`config.mk`:
```
export PLATFORM = sky130hd
export DESIGN_NAME = uart_rx_fifo
export DESIGN_NICKNAME = d
export VERILOG_FILES = /design/src/rtl/uart_pkg.sv /design/src/rtl/sync_fifo.sv /design/src/rtl/uart_rx_fifo.sv
export SDC_FILE = /design/constraint.sdc
export NUM_CORES = 1
export LEC_CHECK = 0
export BUFFER_PORTS_ARGS = -buffer_cell sky130_fd_sc_hd__buf_4
export CORE_AREA = 2 2 165 118
export DETAILED_ROUTE_END_ITERATION = 7
export DIE_AREA = 0 0 167 120
export PLACE_DENSITY = 0.75
export SYNTH_ARGS = -nofsm -noshare
export SYNTH_HDL_FRONTEND = slang
export SYNTH_SLANG_ARGS = --single-unit
```
`constraint.sdc`:
```
create_clock -name clk -period 6.67 [get_ports clk]
set_input_delay 0.3335 -clock clk [delete_from_list [all_inputs] [get_ports clk]]
set_output_delay 0.3335 -clock clk [all_outputs]
set_load 0.1 [all_outputs]
```
`src/rtl/uart_pkg.sv`:
```
// Shared definitions for the UART receive path: parity encodings, receiver
// state enum, baud divisor calculation and the 3-sample majority vote.
package uart_pkg;

  localparam int unsigned PAR_NONE = 0;
  localparam int unsigned PAR_ODD  = 1;
  localparam int unsigned PAR_EVEN = 2;

  typedef enum logic [2:0] {
    RX_IDLE,
    RX_START,
    RX_DATA,
    RX_PARITY,
    RX_STOP,
    RX_WAIT_HIGH
  } rx_state_e;

  // Rounded clock cycles per bit.
  function automatic int unsigned uart_div(input int unsigned clk_hz, input int unsigned baud);
    return (clk_hz + baud / 2) / baud;
  endfunction

  // Majority of three line samples.
  function automatic logic maj3(input logic [2:0] s);
    return (s[0] & s[1]) | (s[0] & s[2]) | (s[1] & s[2]);
  endfunction

endpackage

```
`src/rtl/sync_fifo.sv`:
```
// First-word-fall-through synchronous FIFO with occupancy count.
// Ports:
//   clk, rst        clock, synchronous active-high reset
//   wr_en_i/wr_data_i  push; accepted when not full or when popping the same cycle
//   rd_en_i         pop head; ignored when empty
//   rd_valid_o      FIFO non-empty
//   rd_data_o       head entry (zero when empty)
//   full_o          FIFO holds DEPTH entries
//   count_o         entries held
module sync_fifo #(
  parameter int unsigned WIDTH = 11,
  parameter int unsigned DEPTH = 16
) (
  input  logic                     clk,
  input  logic                     rst,
  input  logic                     wr_en_i,
  input  logic [WIDTH-1:0]         wr_data_i,
  input  logic                     rd_en_i,
  output logic                     rd_valid_o,
  output logic [WIDTH-1:0]         rd_data_o,
  output logic                     full_o,
  output logic [$clog2(DEPTH):0]   count_o
);

  localparam int unsigned AW = $clog2(DEPTH);

  logic [WIDTH-1:0] mem_q [DEPTH];
  logic [AW:0]      wr_ptr_q, rd_ptr_q;
  logic             empty, do_pop, do_push;

  // Extra pointer MSB distinguishes full from empty.
  assign empty      = (wr_ptr_q == rd_ptr_q);
  assign full_o     = (wr_ptr_q[AW] != rd_ptr_q[AW]) &&
                      (wr_ptr_q[AW-1:0] == rd_ptr_q[AW-1:0]);
  assign count_o    = wr_ptr_q - rd_ptr_q;
  assign do_pop     = rd_en_i & ~empty;
  assign do_push    = wr_en_i & (~full_o | do_pop);
  assign rd_valid_o = ~empty;
  assign rd_data_o  = empty ? '0 : mem_q[rd_ptr_q[AW-1:0]];

  // Storage and pointers.
  always_ff @(posedge clk) begin
    if (rst) begin
      wr_ptr_q <= '0;
      rd_ptr_q <= '0;
      for (int i = 0; i < int'(DEPTH); i++) mem_q[i] <= '0;
    end else begin
      if (do_push) begin
        mem_q[wr_ptr_q[AW-1:0]] <= wr_data_i;
        wr_ptr_q                <= wr_ptr_q + 1'b1;
      end
      if (do_pop) rd_ptr_q <= rd_ptr_q + 1'b1;
    end
  end

endmodule

```
`src/rtl/uart_rx_fifo.sv`:
```
// UART receiver with configurable data bits, parity and stop bits, feeding a
// FWFT FIFO of {brk, ferr, perr, data} entries.
// Ports:
//   clk, rst        clock, synchronous active-high reset
//   rxd             asynchronous serial input, idle high
//   rd_en           pop head entry (ignored when rd_valid=0)
//   rd_valid        FIFO non-empty
//   rd_data         head character
//   rd_perr/rd_ferr/rd_brk  head entry parity error / framing error / break
//   fifo_count      entries held
//   overrun         sticky: frame dropped on full FIFO
//   clr_overrun     clears overrun (a coincident set wins)
module uart_rx_fifo
  import uart_pkg::*;
#(
  parameter int unsigned CLK_HZ     = 100_000_000,
  parameter int unsigned BAUD       = 115200,
  parameter int unsigned DATA_BITS  = 8,
  parameter int unsigned PARITY     = 0,
  parameter int unsigned STOP_BITS  = 1,
  parameter int unsigned FIFO_DEPTH = 16
) (
  input  logic                          clk,
  input  logic                          rst,
  input  logic                          rxd,
  input  logic                          rd_en,
  output logic                          rd_valid,
  output logic [DATA_BITS-1:0]          rd_data,
  output logic                          rd_perr,
  output logic                          rd_ferr,
  output logic                          rd_brk,
  output logic [$clog2(FIFO_DEPTH):0]   fifo_count,
  output logic                          overrun,
  input  logic                          clr_overrun
);

  localparam int unsigned DIV   = uart_div(CLK_HZ, BAUD);
  localparam int unsigned HALF  = DIV / 2;
  localparam int unsigned CNT_W = $clog2(DIV);
  localparam int unsigned BIT_W = 4;
  localparam int unsigned ENT_W = DATA_BITS + 3;

  rx_state_e            state_q, state_d;
  logic [CNT_W-1:0]     cnt_q, cnt_d;
  logic [BIT_W-1:0]     bit_q, bit_d;
  logic [DATA_BITS-1:0] data_q, data_d;
  logic                 perr_q, perr_d;
  logic                 pbit_q, pbit_d;
  logic                 ferr_q, ferr_d;
  logic                 stop0_low_q, stop0_low_d;
  logic                 wr_en_q, wr_en_d;
  logic [ENT_W-1:0]     wr_data_q, wr_data_d;
  logic                 overrun_q, overrun_d;

  logic rx_meta_q, rxs_q, rxs_d1_q, rxs_d2_q;
  logic fall, maj, sample, brk_c, ferr_c;
  logic fifo_full, fifo_valid;
  logic [ENT_W-1:0] fifo_data;

  // Majority taken over the last three synchronised samples, so the vote is
  // centred one cycle before the decision cycle.
  assign fall   = rxs_d1_q & ~rxs_q;
  assign maj    = maj3({rxs_q, rxs_d1_q, rxs_d2_q});
  assign sample = (cnt_q == CNT_W'(DIV - 1));

  // Receiver next-state logic.
  always_comb begin
    state_d     = state_q;
    cnt_d       = cnt_q + 1'b1;
    bit_d       = bit_q;
    data_d      = data_q;
    perr_d      = perr_q;
    pbit_d      = pbit_q;
    ferr_d      = ferr_q;
    stop0_low_d = stop0_low_q;
    wr_en_d     = 1'b0;
    wr_data_d   = wr_data_q;
    brk_c       = 1'b0;
    ferr_c      = 1'b0;
    case (state_q)
      RX_IDLE: begin
        cnt_d = '0;
        if (fall) begin
          state_d     = RX_START;
          bit_d       = '0;
          perr_d      = 1'b0;
          pbit_d      = 1'b0;
          ferr_d      = 1'b0;
          stop0_low_d = 1'b0;
        end
      end
      RX_START: begin
        if (cnt_q == CNT_W'(HALF)) begin
          cnt_d   = '0;
          state_d = maj ? RX_IDLE : RX_DATA;
        end
      end
      RX_DATA: begin
        if (sample) begin
          cnt_d  = '0;
          data_d = {maj, data_q[DATA_BITS-1:1]};
          if (bit_q == BIT_W'(DATA_BITS - 1)) begin
            bit_d   = '0;
            state_d = (PARITY != PAR_NONE) ? RX_PARITY : RX_STOP;
          end else begin
            bit_d = bit_q + 1'b1;
          end
        end
      end
      RX_PARITY: begin
        if (sample) begin
          cnt_d   = '0;
          pbit_d  = maj;
          perr_d  = (PARITY == PAR_ODD) ? ~(^data_q ^ maj) : (^data_q ^ maj);
          state_d = RX_STOP;
        end
      end
      RX_STOP: begin
        if (sample) begin
          cnt_d = '0;
          if (!maj) ferr_d = 1'b1;
          if (bit_q == '0) stop0_low_d = ~maj;
          if (bit_q == BIT_W'(STOP_BITS - 1)) begin
            // Break: all-zero data, zero parity bit, first stop bit low.
            brk_c     = (data_q == '0) && !pbit_q &&
                        ((bit_q == '0) ? ~maj : stop0_low_q);
            ferr_c    = ferr_q | ~maj | brk_c;
            wr_en_d   = 1'b1;
            wr_data_d = {brk_c, ferr_c, perr_q, data_q};
            bit_d     = '0;
            state_d   = maj ? RX_IDLE : RX_WAIT_HIGH;
          end else begin
            bit_d = bit_q + 1'b1;
          end
        end
      end
      RX_WAIT_HIGH: begin
        cnt_d = '0;
        if (rxs_q) state_d = RX_IDLE;
      end
      default: begin
        cnt_d   = '0;
        state_d = RX_IDLE;
      end
    endcase
  end

  // Overrun: set on a dropped write, cleared on request; set wins.
  always_comb begin
    overrun_d = overrun_q;
    if (clr_overrun) overrun_d = 1'b0;
    if (wr_en_q && fifo_full && !(rd_en && fifo_valid)) overrun_d = 1'b1;
  end

  // Synchroniser, receiver state and write staging.
  always_ff @(posedge clk) begin
    if (rst) begin
      rx_meta_q   <= 1'b1;
      rxs_q       <= 1'b1;
      rxs_d1_q    <= 1'b1;
      rxs_d2_q    <= 1'b1;
      state_q     <= RX_IDLE;
      cnt_q       <= '0;
      bit_q       <= '0;
      data_q      <= '0;
      perr_q      <= 1'b0;
      pbit_q      <= 1'b0;
      ferr_q      <= 1'b0;
      stop0_low_q <= 1'b0;
      wr_en_q     <= 1'b0;
      wr_data_q   <= '0;
      overrun_q   <= 1'b0;
    end else begin
      rx_meta_q   <= rxd;
      rxs_q       <= rx_meta_q;
      rxs_d1_q    <= rxs_q;
      rxs_d2_q    <= rxs_d1_q;
      state_q     <= state_d;
      cnt_q       <= cnt_d;
      bit_q       <= bit_d;
      data_q      <= data_d;
      perr_q      <= perr_d;
      pbit_q      <= pbit_d;
      ferr_q      <= ferr_d;
      stop0_low_q <= stop0_low_d;
      wr_en_q     <= wr_en_d;
      wr_data_q   <= wr_data_d;
      overrun_q   <= overrun_d;
    end
  end

  sync_fifo #(
    .WIDTH (ENT_W),
    .DEPTH (FIFO_DEPTH)
  ) u_fifo (
    .clk        (clk),
    .rst        (rst),
    .wr_en_i    (wr_en_q),
    .wr_data_i  (wr_data_q),
    .rd_en_i    (rd_en),
    .rd_valid_o (fifo_valid),
    .rd_data_o  (fifo_data),
    .full_o     (fifo_full),
    .count_o    (fifo_count)
  );

  assign rd_valid = fifo_valid;
  assign rd_data  = fifo_data[DATA_BITS-1:0];
  assign rd_perr  = fifo_data[DATA_BITS];
  assign rd_ferr  = fifo_data[DATA_BITS+1];
  assign rd_brk   = fifo_data[DATA_BITS+2];
  assign overrun  = overrun_q;

endmodule

```
# [Word level (Yosys, flattened, before mapping)]
# Memory sizes are Yosys's and may differ from the RTL's. A register that Yosys moved wholly into a read port is not among the register bits.
# Index checks and enable logic that the tools add are counted.
[totals] word_cells=132 input_bits=5 memories=1 ramBits=176 regBits=56 output_inout_bits=18
[mem_list] name="u_fifo.mem_q" words=16 width=11 rd=1 rd_clocked_by_memory_dff=1 write_ports=16 line="sync_fifo.sv:27" rtl="logic [WIDTH-1:0] mem_q [DEPTH];"
[classes] add_sub_neg=5 eq_ne=20 muxes=45 n_reduce_logical=26 bitwise_logic=18
[op_table] op="4-bit 2-to-1 mux" count=8
[op_table] op="3-bit 2-to-1 mux" count=9
[op_table] op="11-bit 2-to-1 mux" count=2
[op_table] op="10-bit 2-to-1 mux" count=2
[op_table] op="10-bit one-hot mux with 2 select lines" count=1
[op_table] op="2-bit inequality test, second input constant" count=9
[op_table] op="3-bit one-hot mux with 6 select lines" count=1
[op_table] op="1-bit 2-to-1 mux" count=16
[op_table] op="4-bit one-hot mux with 3 select lines" count=1
[op_table] op="11-bit OR reduction" count=1
[op_table] op="10-bit by 1-bit adder with 10-bit output, second input constant" count=1
[op_table] op="5-bit by 1-bit adder with 5-bit output, second input constant" count=2
[op_table] op="10-bit equality test, second input constant" count=1
[op_table] op="10-bit by 9-bit equality test with 1-bit output, second input constant" count=1
[op_table] op="3-bit AND reduction" count=3
[op_table] op="8-bit zero test" count=1
[op_table] op="1-bit one-hot mux with 2 select lines" count=4
[op_table] op="4-bit AND reduction" count=2
[op_table] op="8-bit AND reduction" count=1
[op_table] op="8-bit parity" count=1
[op_table] op="1-bit AND" count=6
[op_table] op="3-bit by 2-bit equality test with 1-bit output, second input constant" count=2
[op_table] op="3-bit equality test, second input constant" count=2
[op_table] op="1-bit logical AND" count=6
[op_table] op="other kinds (18)" count=31

# [Depth between registers and ports, before layout]
# Gate-level depths: netlist of run 1.
[logic_depth] depth_word=10 ltp_mapped=8 ltp_nobuf=7

# [Modules after synthesis]
# Synthesis of run 1 repeated with hierarchy kept, for this count alone.
[hier_totals] cells_unflattened=842 area_unflattened_um2=11207.0
[modules_own_cells] module="sync_fifo" instances=1 cells_per_inst=608 seq_area_each_um2=5565.3 area_per_inst_um2=9091.2
[modules_own_cells] module="uart_rx_fifo" instances=1 cells_per_inst=234 seq_area_each_um2=900.9 area_per_inst_um2=2115.8

# [Worst setup path after synthesis of run 1]
# OpenSTA, ideal clock, no wires.
[synth_path] path_kind="reg-to-output" from="register u_fifo.wr_ptr_q[0]" to="output fifo_count[4]" slack_ns=3.435 required_time_ns=6.337 t_arrival_ns=2.902 path_buffers=0 stages_incl_launch_ff=8 cell_sequence="dfxtp_1 > inv_1 > ha_1 > fa_1 > inv_1 > a21o_1 > a21oi_1 > xnor2_1"
[synth_between] elab_chain_cells=1
[synth_lines] item="start: declaration" line="sync_fifo.sv:28" rtl="logic [AW:0] wr_ptr_q, rd_ptr_q;"
[synth_lines] item="start signal: assignment" line="sync_fifo.sv:50" rtl="wr_ptr_q <= wr_ptr_q + 1'b1;"
[synth_lines] item="5-bit subtractor" line="sync_fifo.sv:35" rtl="assign count_o = wr_ptr_q - rd_ptr_q;"
[synth_lines] item="end: declaration" line="uart_rx_fifo.sv:32" rtl="output logic [$clog2(FIFO_DEPTH):0] fifo_count,"
# No other way between the ends.

==> impl_metrics.csv, run 1 <==
group,metric,value,unit
yosys,ys_seq_area_share,59.4,%
sta,finalSetupViolations,0,
clocking,cts_buf_count,23,
placement,io_port_bufs,22,
layout,area_growth_syn_to_layout,9.41,%
setup_path,critPathLaunchType,"flip-flop",
sta,timing.final.crit_share,51.2,%
clocking,cts.clk_slew.worst_paths,0.06,ns
clocking,cts-root-buf,"sky130_fd_sc_hd__clkbuf_16",
setup_path,critical_path_capture_point_type,"primary output",
yosys,postSynthNetCount,840,
min_path,whs_path_depth,2,
yosys,count_of_flip_flops_with_a_built_in_enable_after_synthesis,176,
sta,report.final.hold_viol_count,0,
clocking,cts.sink_count,235,
layout,nFillCells,1310,
min_path,worst_hold_startpoint,"rxd",
drt,antenna_left,0,
global_route,grt_pass1_vias,6839,
yosys,synth_xor_xnor_area_share,1.85,%
yosys,synth_compound_gate_area_share,3.24,%
layout,most_frequent_standard_cell_in_the_layout_excluding_fill_and_tap_cells,"sky130_fd_sc_hd__edfxtp_1",
pwr,total_leakage_power,4.19,nW
sta,slew_headroom,17.8,%
sta,worst_hold_slack,0.0235,ns
setup_path,worst-setup-path-type,"flip-flop to primary output",
sta,setup_total_negative_slack,0,ns
drt,detailroute.via_count,6709,
setup_path,crit_reg_reg_startpoint,"u_fifo.wr_ptr_q[2]$_SDFFE_PP0P_",
setup_path,crit_fanout,44,
setup_path,cp.required,6.34,ns
yosys,yosys_register_bits,235,
layout,finish.net_count,836,
sta,worst-slew-pin-transition,1.23,ns
yosys,yosys.area_share.simple,18.0,%
job,drv_cap,0,
clocking,cts_buffer_depth,3,
global_route,global_route_wire_length_before_repair,40.5,mm
drt,wire_per_inst,24.2,um
pwr,irDropWorstVdd,0.150,mV
yosys,warnings_synthesis,0,
setup_path,critPathSlowestCell,"sky130_fd_sc_hd__buf_4",
yosys,synth.mux.area_fraction,12.3,%
yosys,synth_adder_area_share,2.23,%
drt,drcViolationCount,0,
min_path,min-delay-path-class,"input port to flip-flop",
setup_path,worst-r2r-setup-slack,3.60,ns
drt,number_of_iterations_in_the_first_detailed_routing_pass,5,
floorplan,core.rowCount,42,
clocking,postCtsResizedCells,0,
clocking,htree_num_levels,1,
setup_path,crit_arrival,3.08,ns
floorplan,floorplan.die.width,167,um
yosys,synth_top_flop_cell,"sky130_fd_sc_hd__edfxtp_1",
placement,globalplace.congestion,0.914,
sta,final.setup_skew,0.0133,ns
layout,post_route_cells_drive_above_1_share,17.1,%
floorplan,io_pins,23,
yosys,post_synthesis_area_per_instance,13.3,sq um
layout,antenna-diode-count,0,
placement,dp_hpwl,16.7,mm
global_route,grt_antenna_before_repair,0,
min_path,min_delay_worst_endpoint,"rx_meta_q$_SDFF_PP1_",
yosys,distinct_cell_type_count_of_the_synthesized_netlist,57,
layout,layout.cells.most_common_list,"176 x sky130_fd_sc_hd__edfxtp_1, 144 x sky130_fd_sc_hd__and2_1, 57 x sky130_fd_sc_hd__dfxtp_1, 55 x sky130_fd_sc_hd__mux4_2, 52 x sky130_fd_sc_hd__nor2_1",
pwr,power,3.04,mW
setup_path,timing.rr.end,"u_fifo.mem_q[4][1]$_SDFFCE_PN0P_",
setup_path,cp_cell_sequence,"buf_4 -> mux4_2 -> mux4_2 -> and2_1 -> buf_4",
sta,rsz0062_at_grt,"no",
global_route,grt_max_degree,66,
setup_path,critPathMaxStageDelay,0.68,ns
sta,final_period_minus_worst_setup_slack,3.41,ns
floorplan,start_util,58.7,%
yosys,syn-cell-area,10900,sq um
yosys,gate_count_post_synth,817,
pwr,powerDensity,255,nW/um^2
drt,violation_count_after_the_first_detailed_routing_iteration,773,
yosys,largest_family_of_logic_cells_by_synthesized_area,"simple AND/OR/NAND/NOR gates",
clocking,ctsHoldBuffers,0,
global_route,global_route_usage_sum,26.9,%
setup_path,critical_path.top_delay_family,"multiplexers",
floorplan,core-area,18600,sq um
sta,max_freq,0.293,GHz
clocking,post-cts-setup-buffers,0,
drt,totalWireLength,26.0,mm
setup_path,timing.critical_path.buf_inv,2,
sta,final-max-slew-violation-count,0,
drt,vias_per_cell,6.26,
yosys,async_flop_share,0,%
clocking,worstSkewPairLatency,0.50,ns
global_route,global_route.overflow_total,0,
status,status,"finished, final reports clean",
clocking,cts_tree,"yes",
setup_path,reg2reg_depth,6,
floorplan,fp.dieArea,20000,sq um
floorplan,die_h,120,um
## Yosys cell counts, types with 4 or more instances
library cell / instances / share of area (%)
sky130_fd_sc_hd__nand3_1: 17 / 0.78
sky130_fd_sc_hd__nor3_1: 6 / 0.28
sky130_fd_sc_hd__inv_1: 23 / 0.79
sky130_fd_sc_hd__and2_1: 144 / 8.3
sky130_fd_sc_hd__buf_2: 8 / 0.37
sky130_fd_sc_hd__ha_1: 17 / 2.0
sky130_fd_sc_hd__xnor2_1: 18 / 1.4
sky130_fd_sc_hd__edfxtp_1: 176 / 49
sky130_fd_sc_hd__xor2_1: 5 / 0.40
sky130_fd_sc_hd__a21oi_1: 23 / 1.1
sky130_fd_sc_hd__nand4_1: 6 / 0.34
sky130_fd_sc_hd__a21o_1: 6 / 0.41
sky130_fd_sc_hd__or2_2: 17 / 0.98
sky130_fd_sc_hd__mux4_2: 55 / 11
sky130_fd_sc_hd__nor3b_1: 4 / 0.28
sky130_fd_sc_hd__nand2_1: 27 / 0.93
sky130_fd_sc_hd__nand3b_1: 4 / 0.28
sky130_fd_sc_hd__mux2i_1: 10 / 0.92
sky130_fd_sc_hd__dfxtp_1: 59 / 11
sky130_fd_sc_hd__and3_1: 45 / 2.6
sky130_fd_sc_hd__nor2_1: 52 / 1.8
sky130_fd_sc_hd__clkbuf_1: 50 / 1.7
## layer usage
layer  track usage [%]  wire length [um]
met1              38.6             10900
met3              7.95              2720
met2              41.3             11700
met4              6.20               604
met5                 0                 0
## cells by family (layout without fill, tap and decap cells)
group                      count (synthesis)  after routing
adders and majority gates                 19             19
xor gates and xnor gates                  23             23
buffers and inverters                     83             95
and+or+nand+nor                          340            340
muxes                                     65             65
AOI/OAI and AO/OA                         52             52
DFF                                      235            235
## stage by stage
| step | instances | instance area [sq um] | worst slack (ns) | utilization, % |
|---|---|---|---|---|
| after floorplan | 817 | 10900 | 3.43 | - |
| after global placement | 1030 | 11200 | 3.75 | 60.3 |
| after detailed placement | 1030 | 11200 | 3.72 | 60.3 |
| after CTS | 1071 | 11900 | 3.21 | 64.2 |
| after global routing | 1071 | 11900 | 3.07 | 64.2 |
| final | 1071 | 11900 | 3.26 | 64.2 |
## registers in the layout, indices dropped and copies added (netlist names), 3 cells and up, named ones only
register,count
wr_data_q,11
cnt_q,10
bit_q,4
u_fifo.mem_q,176
data_q,8
u_fifo.rd_ptr_q,5
u_fifo.wr_ptr_q,5
state_q,3
## power breakdown
group	total (mW)	internal [mW]	switching, mW	leakage, nW
logic	0.119	0.0443	0.0748	1.66
registers	1.65	1.62	0.0323	2.19
clock network	1.27	0.734	0.535	0.351
total	3.04	2.40	0.642	4.19
## cell type report
type                       count  area [sq um]  area share, %
clock inverter                 9          91.3          0.767
tap                          242           303           2.54
multi-input combinational    499          4100           34.4
clock buffer                  32           629           5.28
timing repair buffer          31           233           1.95
inverter                      23          86.3          0.725
sequential                   235          6470           54.3
## worst max path at each step
stage,start,end,slack [ns],cells after the start
after floorplan,u_fifo.wr_ptr_q[0]$_SDFFE_PP0P_,fifo_count[4],3.43,7
after global placement,flip-flop,rd_data[4],3.75,5
after detailed placement,u_fifo.wr_ptr_q[2]$_SDFFE_PP0P_,u_fifo.mem_q[4][6]$_SDFFCE_PN0P_,3.72,6
after CTS,flip-flop,rd_data[7],3.21,5
after global routing,flip-flop,rd_ferr,3.07,5
final,flip-flop,rd_data[7],3.26,5
No activity file was read; power rests on OpenSTA's default activity.
==> inputs of run 2 (changes only) <==
--- a/config.mk
+++ b/config.mk
@@ -5,10 +5,11 @@
 export SDC_FILE = /design/constraint.sdc
 export NUM_CORES = 1
 export LEC_CHECK = 0
+export ABC_AREA = 1
 export BUFFER_PORTS_ARGS = -buffer_cell sky130_fd_sc_hd__buf_4
-export CORE_AREA = 2 2 165 118
+export CORE_AREA = 2 2 171 123
 export DETAILED_ROUTE_END_ITERATION = 7
-export DIE_AREA = 0 0 167 120
+export DIE_AREA = 0 0 173 125
 export PLACE_DENSITY = 0.75
 export SYNTH_ARGS = -nofsm -noshare
 export SYNTH_HDL_FRONTEND = slang
==> constraint.sdc (replaced) <==
create_clock -name clk -period 2.8 [get_ports clk]
set_input_delay 0.14 -clock clk [delete_from_list [all_inputs] [get_ports clk]]
set_output_delay 0.14 -clock clk [all_outputs]
set_load 0.1 [all_outputs]
==> impl_metrics.csv, run 2 <==
group,metric,value,unit
status,status,"finished, final reports clean",
layout,post_route_cells_drive_above_1_share,16.7,%
clocking,cts.sink_count,236,
sta,max_freq,0.363,GHz
clocking,htree_num_levels,1,
setup_path,reg2reg_depth,11,
global_route,grt_max_degree,89,
drt,route.met2.wl,11.7,mm
setup_path,crit_fanout,32,
setup_path,cp_cell_sequence,"inv_1 -> a21oi_1 -> o31ai_1 -> a21oi_2 -> buf_4",
setup_path,worst-setup-path-type,"flip-flop to primary output",
yosys,synth.cells.most_frequent,"225 x sky130_fd_sc_hd__nand2_1, 192 x sky130_fd_sc_hd__nor2_1, 176 x sky130_fd_sc_hd__edfxtp_1",
global_route,grt_antenna_before_repair,0,
yosys,ys_seq_area_share,57.7,%
min_path,whs_path_depth,3,
yosys,async_flop_share,0,%
drt,drcViolationCount,0,
global_route,global_route_usage_sum,25.7,%
min_path,min-delay-path-class,"input port to flip-flop",
drt,detailroute.via_count,8408,
global_route,grt_pass1_vias,7740,
layout,fin_cells,1486,
pwr,powerDensity,690,nW/um^2
pwr,irDropWorstVdd,0.533,mV
pwr,cellInternalPower,6.27,mW
sta,final.setup_skew,0.0100,ns
drt,antenna_left,0,
clocking,cts-root-buf,"sky130_fd_sc_hd__clkbuf_16",
yosys,postSynthNetCount,1211,
yosys,synth_top_area_share,47.0,%
setup_path,critPathMaxStageDelay,0.49,ns
drt,wire_per_inst,18.5,um
layout,area_growth_syn_to_layout,10.9,%
placement,dp_hpwl,17.8,mm
clocking,cts_buf_count,24,
clocking,cts.clk_slew.worst_paths,0.07,ns
floorplan,floorplan.die.width,173,um
sta,final-max-slew-violation-count,0,
drt,totalWireLength,27.5,mm
sta,worst-slew-pin-transition,0.990,ns
drt,violation_count_after_the_first_detailed_routing_iteration,983,
sta,worst_hold_slack,0.0284,ns
sta,finalSetupViolations,0,
setup_path,crit_arrival,2.61,ns
layout,largest_reg_flops,176,
floorplan,fp.dieArea,21600,sq um
job,drv_cap,0,
clocking,cts_buffer_depth,3,
sta,report.final.hold_viol_count,0,
layout,largest_registers,"u_fifo.mem_q: 176 flops, wr_data_q: 11 flops, cnt_q: 10 flops",
setup_path,worst-r2r-setup-slack,0.30,ns
placement,globalplace.congestion,0.881,
layout,max_flop_register,"u_fifo.mem_q",
yosys,synth_top_flop_cell,"sky130_fd_sc_hd__edfxtp_1",
floorplan,core.rowCount,44,
setup_path,critical_path.top_delay_family,"compound AO/OA/AOI/OAI gates",
sta,slew_headroom,33.9,%
floorplan,die_h,125,um
yosys,count_of_flip_flops_with_a_built_in_enable_after_synthesis,176,
clocking,cts_tree,"yes",
yosys,synth.top_cells.by_area,"sky130_fd_sc_hd__edfxtp_1 47%, sky130_fd_sc_hd__dfxtp_1 11%, sky130_fd_sc_hd__nand2_1 7.5%, sky130_fd_sc_hd__nor2_1 6.4%, sky130_fd_sc_hd__a21oi_1 4.2%",
placement,io_port_bufs,22,
setup_path,critical_path_capture_point_type,"primary output",
pwr,power.net_switching,2.33,mW
pwr,total_leakage_power,4.61,nW
floorplan,start_util,55.8,%
drt,met3_length,3.02,mm
layout,most_frequent_standard_cell_in_the_layout_excluding_fill_and_tap_cells,"sky130_fd_sc_hd__nand2_1",
yosys,yosysMostFrequentCell,"sky130_fd_sc_hd__nand2_1",
sta,final_period_minus_worst_setup_slack,2.75,ns
yosys,distinct_cell_type_count_of_the_synthesized_netlist,36,
pwr,power,8.61,mW
layout,layout.cells.most_common_list,"225 x sky130_fd_sc_hd__nand2_1, 192 x sky130_fd_sc_hd__nor2_1, 176 x sky130_fd_sc_hd__edfxtp_1, 83 x sky130_fd_sc_hd__a21oi_1, 71 x sky130_fd_sc_hd__nor2_2",
setup_path,critPathSlowestCell,"sky130_fd_sc_hd__inv_1",
layout,finish.net_count,1215,
setup_path,critPathLaunchType,"flip-flop",
drt,met1_length,12.1,mm
layout,antenna-diode-count,0,
setup_path,timing.critical_path.buf_inv,2,
pwr,power.switching_fraction,27.1,%
floorplan,io_pins,23,
setup_path,crit_reg_reg_startpoint,"u_fifo.wr_ptr_q[0]$_SDFFE_PP0P_",
sta,timing.final.crit_share,98.3,%
global_route,global_route_wire_length_before_repair,43.2,mm
yosys,yosysTopAreaCell,"sky130_fd_sc_hd__edfxtp_1",
setup_path,cp.required,2.66,ns
yosys,yosys_register_bits,236,
yosys,post_synthesis_area_per_instance,9.47,sq um
drt,number_of_iterations_in_the_first_detailed_routing_pass,5,
pwr,share_comb_of_total_power,14.2,%
floorplan,core-area,20100,sq um
yosys,warnings_synthesis,0,
pwr,power.share.clock,39.1,%
clocking,worstSkewPairLatency,0.52,ns
drt,vias_per_cell,5.66,
drt,highest_layer,"met4",
min_path,worst_hold_startpoint,"rd_en",
setup_path,timing.rr.end,"u_fifo.mem_q[6][4]$_SDFFCE_PN0P_",
placement,place_inst,1436,
global_route,global_route.overflow_total,0,
yosys,gate_count_post_synth,1188,
yosys,syn-cell-area,11200,sq um
pwr,seqPwrFrac,46.7,%
run 2: cell types whose count changed after synthesis, moves of 14 or more:
cell / previous run / this run
sky130_fd_sc_hd__nand2_1: 27 / 225
sky130_fd_sc_hd__and2_1: 144 / 0
sky130_fd_sc_hd__nor2_1: 52 / 192
sky130_fd_sc_hd__a21oi_1: 23 / 94
sky130_fd_sc_hd__nor2_2: 0 / 71
sky130_fd_sc_hd__mux4_2: 55 / 0
sky130_fd_sc_hd__nand3_1: 17 / 65
sky130_fd_sc_hd__o21ai_0: 3 / 51
sky130_fd_sc_hd__and3_1: 45 / 0
sky130_fd_sc_hd__inv_1: 23 / 53
sky130_fd_sc_hd__o31ai_1: 0 / 22
sky130_fd_sc_hd__or2_2: 17 / 3
run 2: per-layer routing:
metal,track usage [%],vias up
met5,0,-
met4,6.38,0
li1,-,3959
met3,5.50,52
met1,38.7,3972
met2,38.1,425
run 2: power by group through the flow:
stage | Clock [mW] | Combinational, mW | Sequential (mW)
floorplan | 0 | 0.912 | 4.06
global placement | 0 | 1.17 | 4.09
detailed placement | 0 | 1.19 | 4.09
CTS | 3.38 | 1.20 | 4.02
global route | 3.52 | 1.35 | 4.04
finish | 3.37 | 1.22 | 4.02
run 2: how the worst max path moves through the flow:
stage	cells past startpoint	slack (ns)	endpoint
floorplan	8	-0.24	rd_data[0]
global placement	11	0.42	u_fifo.mem_q[14][0]$_SDFFCE_PN0P_
detailed placement	11	0.34	u_fifo.mem_q[6][1]$_SDFFCE_PN0P_
CTS	8	0.05	rd_ferr
global route	9	-0.02	rd_ferr
finish	5	0.05	rd_data[2]
run 2: worst min-delay path, stage by stage:
cell,delay (ns)
sky130_fd_sc_hd__buf_4,0.12
sky130_fd_sc_hd__nand2_1,0.14
sky130_fd_sc_hd__a21oi_1,0.12
run 2: per-stage QoR:
step	utilization, %	cell area [sq um]	setup WS [ns]	TNS (ns)
floorplan	-	11300	-0.236	-2.38
global placement	57.5	11600	0.417	0
detailed placement	57.5	11600	0.342	0
CTS	61.8	12500	0.0545	0
global route	61.9	12500	-0.0207	-0.0722
finish	61.9	12500	0.0464	0
run 2: kinds of logic (layout without fill, tap and decap cells):
kind of cell,Yosys count,in the layout,synth area share (%)
fa+ha+maj,18,18,2.07
simple gates,599,599,24.3
compound gates,181,181,8.69
xor+xnor,16,16,1.25
flops,236,236,57.7
buf+inv,138,160,5.99
run 2: what timing repair did:
action,CTS,global route
hold buffers,5,0
endpoints found under the hold margin,10,0
resized for setup,0,2
endpoints found under the setup margin,0,12
setup buffers,0,1
run 2: layout make-up:
| class | instances | area, sq um |
|---|---|---|
| Inverter | 67 | 263 |
| Clock buffer | 31 | 648 |
| Sequential cell | 236 | 6490 |
| Timing Repair Buffer | 49 | 418 |
| Fill cell | 1700 | 7670 |
| Tap cell | 276 | 345 |
| Multi-Input combinational cell | 814 | 4140 |
| Clock inverter | 13 | 174 |
==> inputs of run 3 (changes only) <==
--- a/config.mk
+++ b/config.mk
@@ -11,6 +11,7 @@
 export DETAILED_ROUTE_END_ITERATION = 7
 export DIE_AREA = 0 0 173 125
 export PLACE_DENSITY = 0.75
+export RECOVER_POWER = 100
 export SYNTH_ARGS = -nofsm -noshare
 export SYNTH_HDL_FRONTEND = slang
 export SYNTH_SLANG_ARGS = --single-unit
==> constraint.sdc (replaced) <==
create_clock -name clk -period 2.28 [get_ports clk]
set_input_delay 0.114 -clock clk [delete_from_list [all_inputs] [get_ports clk]]
set_output_delay 0.114 -clock clk [all_outputs]
set_load 0.1 [all_outputs]
==> impl_metrics.csv, run 3 (synthesis results as in run 2) <==
group,metric,value,unit
global_route,global_route_wire_length_before_repair,47.6,mm
setup_path,crit_fanout,16,
layout,most_frequent_standard_cell_in_the_layout_excluding_fill_and_tap_cells,"sky130_fd_sc_hd__nand2_1",
sta,fin_ws,-0.144,ns
global_route,global_route.overflow_total,0,
setup_path,cp.required,2.17,ns
pwr,irDropWorstVdd,0.553,mV
pwr,share_comb_of_total_power,19.6,%
floorplan,floorplan.die.width,173,um
sta,final-max-slew-violation-count,0,
layout,largest_reg_flops,176,
layout,post_route_cells_drive_above_1_share,35.0,%
drt,detailroute.via_count,9369,
setup_path,critPathMaxStageDelay,0.40,ns
sta,rsz0062_at_grt,"yes",
clocking,cts_buffer_depth,3,
layout,finish.net_count,1289,
layout,antenna-diode-count,0,
setup_path,crit_arrival,2.31,ns
placement,dp_hpwl,17.9,mm
layout,largest_registers,"u_fifo.mem_q: 176 flops, wr_data_q: 11 flops, cnt_q: 10 flops",
pwr,power.share.clock,34.5,%
status,status,"finished, violations left",
pwr,cellInternalPower,7.56,mW
drt,antenna_left,0,
drt,wire_per_inst,23.1,um
pwr,seqPwrFrac,45.9,%
layout,postLayoutCellArea,14600,sq um
drt,number_of_iterations_in_the_first_detailed_routing_pass,8,
sta,report.final.hold_viol_count,0,
layout,area_growth_syn_to_layout,29.7,%
min_path,whs_path_depth,1,
global_route,global_route_usage_sum,28.7,%
pwr,total_leakage_power,5.24,nW
drt,drcViolationCount,0,
status,violations,"negative setup slack",
setup_path,critPathLaunchType,"flip-flop",
setup_path,crit_top_cell,"sky130_fd_sc_hd__a21oi_2",
clocking,htree_num_levels,1,
setup_path,cp_cell_sequence,"clkinvlp_4 -> buf_4 -> a21oi_2 -> o31ai_2 -> a21oi_2 -> buf_8",
drt,totalWireLength,36.0,mm
setup_path,worst-setup-path-type,"flip-flop to primary output",
sta,worst_hold_slack,0.406,ns
clocking,cts.sink_count,236,
pwr,power.switching_fraction,30.1,%
min_path,min-delay-path-class,"flip-flop to flip-flop",
global_route,grt_max_degree,67,
placement,place_worst_setup_slack,0.0832,ns
sta,slew_headroom,22.8,%
pwr,powerDensity,741,nW/um^2
global_route,grt_pass1_vias,8491,
floorplan,start_util,55.8,%
floorplan,io_pins,23,
floorplan,core-area,20100,sq um
floorplan,die_h,125,um
sta,final.setup_skew,0.0195,ns
global_route,grt_antenna_before_repair,0,
pwr,power.net_switching,3.25,mW
clocking,cts-root-buf,"sky130_fd_sc_hd__clkbuf_16",
setup_path,critPathSlowestCell,"sky130_fd_sc_hd__dfxtp_2",
drt,violation_count_after_the_first_detailed_routing_iteration,1520,
placement,io_port_bufs,22,
job,drv_cap,0,
sta,max_freq,0.413,GHz
sta,timing.final.crit_share,106,%
pwr,power,10.8,mW
clocking,worstSkewPairLatency,0.53,ns
sta,setup_total_negative_slack,-1.13,ns
floorplan,core.rowCount,44,
layout,max_flop_register,"u_fifo.mem_q",
layout,layout.cells.most_common_list,"178 x sky130_fd_sc_hd__nand2_1, 176 x sky130_fd_sc_hd__edfxtp_1, 169 x sky130_fd_sc_hd__nor2_1, 88 x sky130_fd_sc_hd__nor2_2, 59 x sky130_fd_sc_hd__buf_4",
setup_path,critical_path_capture_point_type,"primary output",
sta,worst-slew-pin-transition,1.16,ns
floorplan,fp.dieArea,21600,sq um
sta,final_period_minus_worst_setup_slack,2.42,ns
drt,vias_per_cell,6.01,
placement,globalplace.congestion,0.907,
sta,finalSetupViolations,12,
clocking,cts.clk_slew.worst_paths,0.06,ns
clocking,cts_tree,"yes",
clocking,cts_buf_count,24,
placement,placement.cell_area,12000,sq um
setup_path,reg2reg_depth,12,
-- run 3: metal layers --
layer,global-route usage (%),vias up,wire length [um]
met5,0,-,0
met4,9.77,0,1580
met3,6.87,116,4850
met2,42.9,690,15800
met1,41.3,4447,13800
li1,-,4116,-
-- run 3: cell type report --
class | count | area [sq um]
tap | 276 | 345
fill | 1319 | 5560
clock buffer | 32 | 652
timing repair buffer | 120 | 1530
timing repair inverter | 3 | 23.8
clock inverter | 11 | 62.6
inverter | 67 | 298
multi-input combinational | 814 | 5170
sequential | 236 | 6510
-- run 3: through the flow --
stage | cells | utilization (%)
floorplan | 1188 | -
global placement | 1474 | 59.7
detailed placement | 1474 | 59.7
CTS | 1546 | 67.6
global route | 1559 | 72.4
finish | 1559 | 72.4
-- run 3: critical path: cells and delay by family, from the launching register on --
kind                   cells  cell delay [ns]
AO/OA/AOI/OAI              3             0.57
flip-flops                 1             0.40
buffers and inverters      3             0.83
-- run 3: final timing paths --
| check | from | to | slack [ns] |
|---|---|---|---|
| hold / removal | rx_meta_q$_SDFF_PP1_ | rxs_q$_SDFF_PP1_ | 0.41 |
| setup reg to reg | u_fifo.wr_ptr_q[0]$_SDFFE_PP0P_ | u_fifo.mem_q[9][0]$_SDFFCE_PN0P_ | -0.02 |
| setup / recovery | flip-flop | rd_brk | -0.14 |
| hold reg to reg | rx_meta_q$_SDFF_PP1_ | rxs_q$_SDFF_PP1_ | 0.41 |
-- run 3: timing repair --
item | in CTS | in global routing
pin swaps | 14 | 84
endpoints found under the setup margin | 13 | 13
gates cloned | 11 | 11
hold buffers | 6 | 0
gates resized for setup | 108 | 195
setup buffers | 13 | 7
hold endpoints to repair | 12 | 0
-- run 3: power groups by stage --
stage / registers [mW] / logic, mW / clock network (mW)
2_1_floorplan: 4.98 / 1.16 / 0
3_3_place_gp: 5.01 / 1.53 / 0
3_5_place_dp: 5.02 / 1.55 / 0
4_1_cts: 4.94 / 1.79 / 3.69
5_1_grt: 4.98 / 2.28 / 3.88
6_report: 4.96 / 2.12 / 3.73
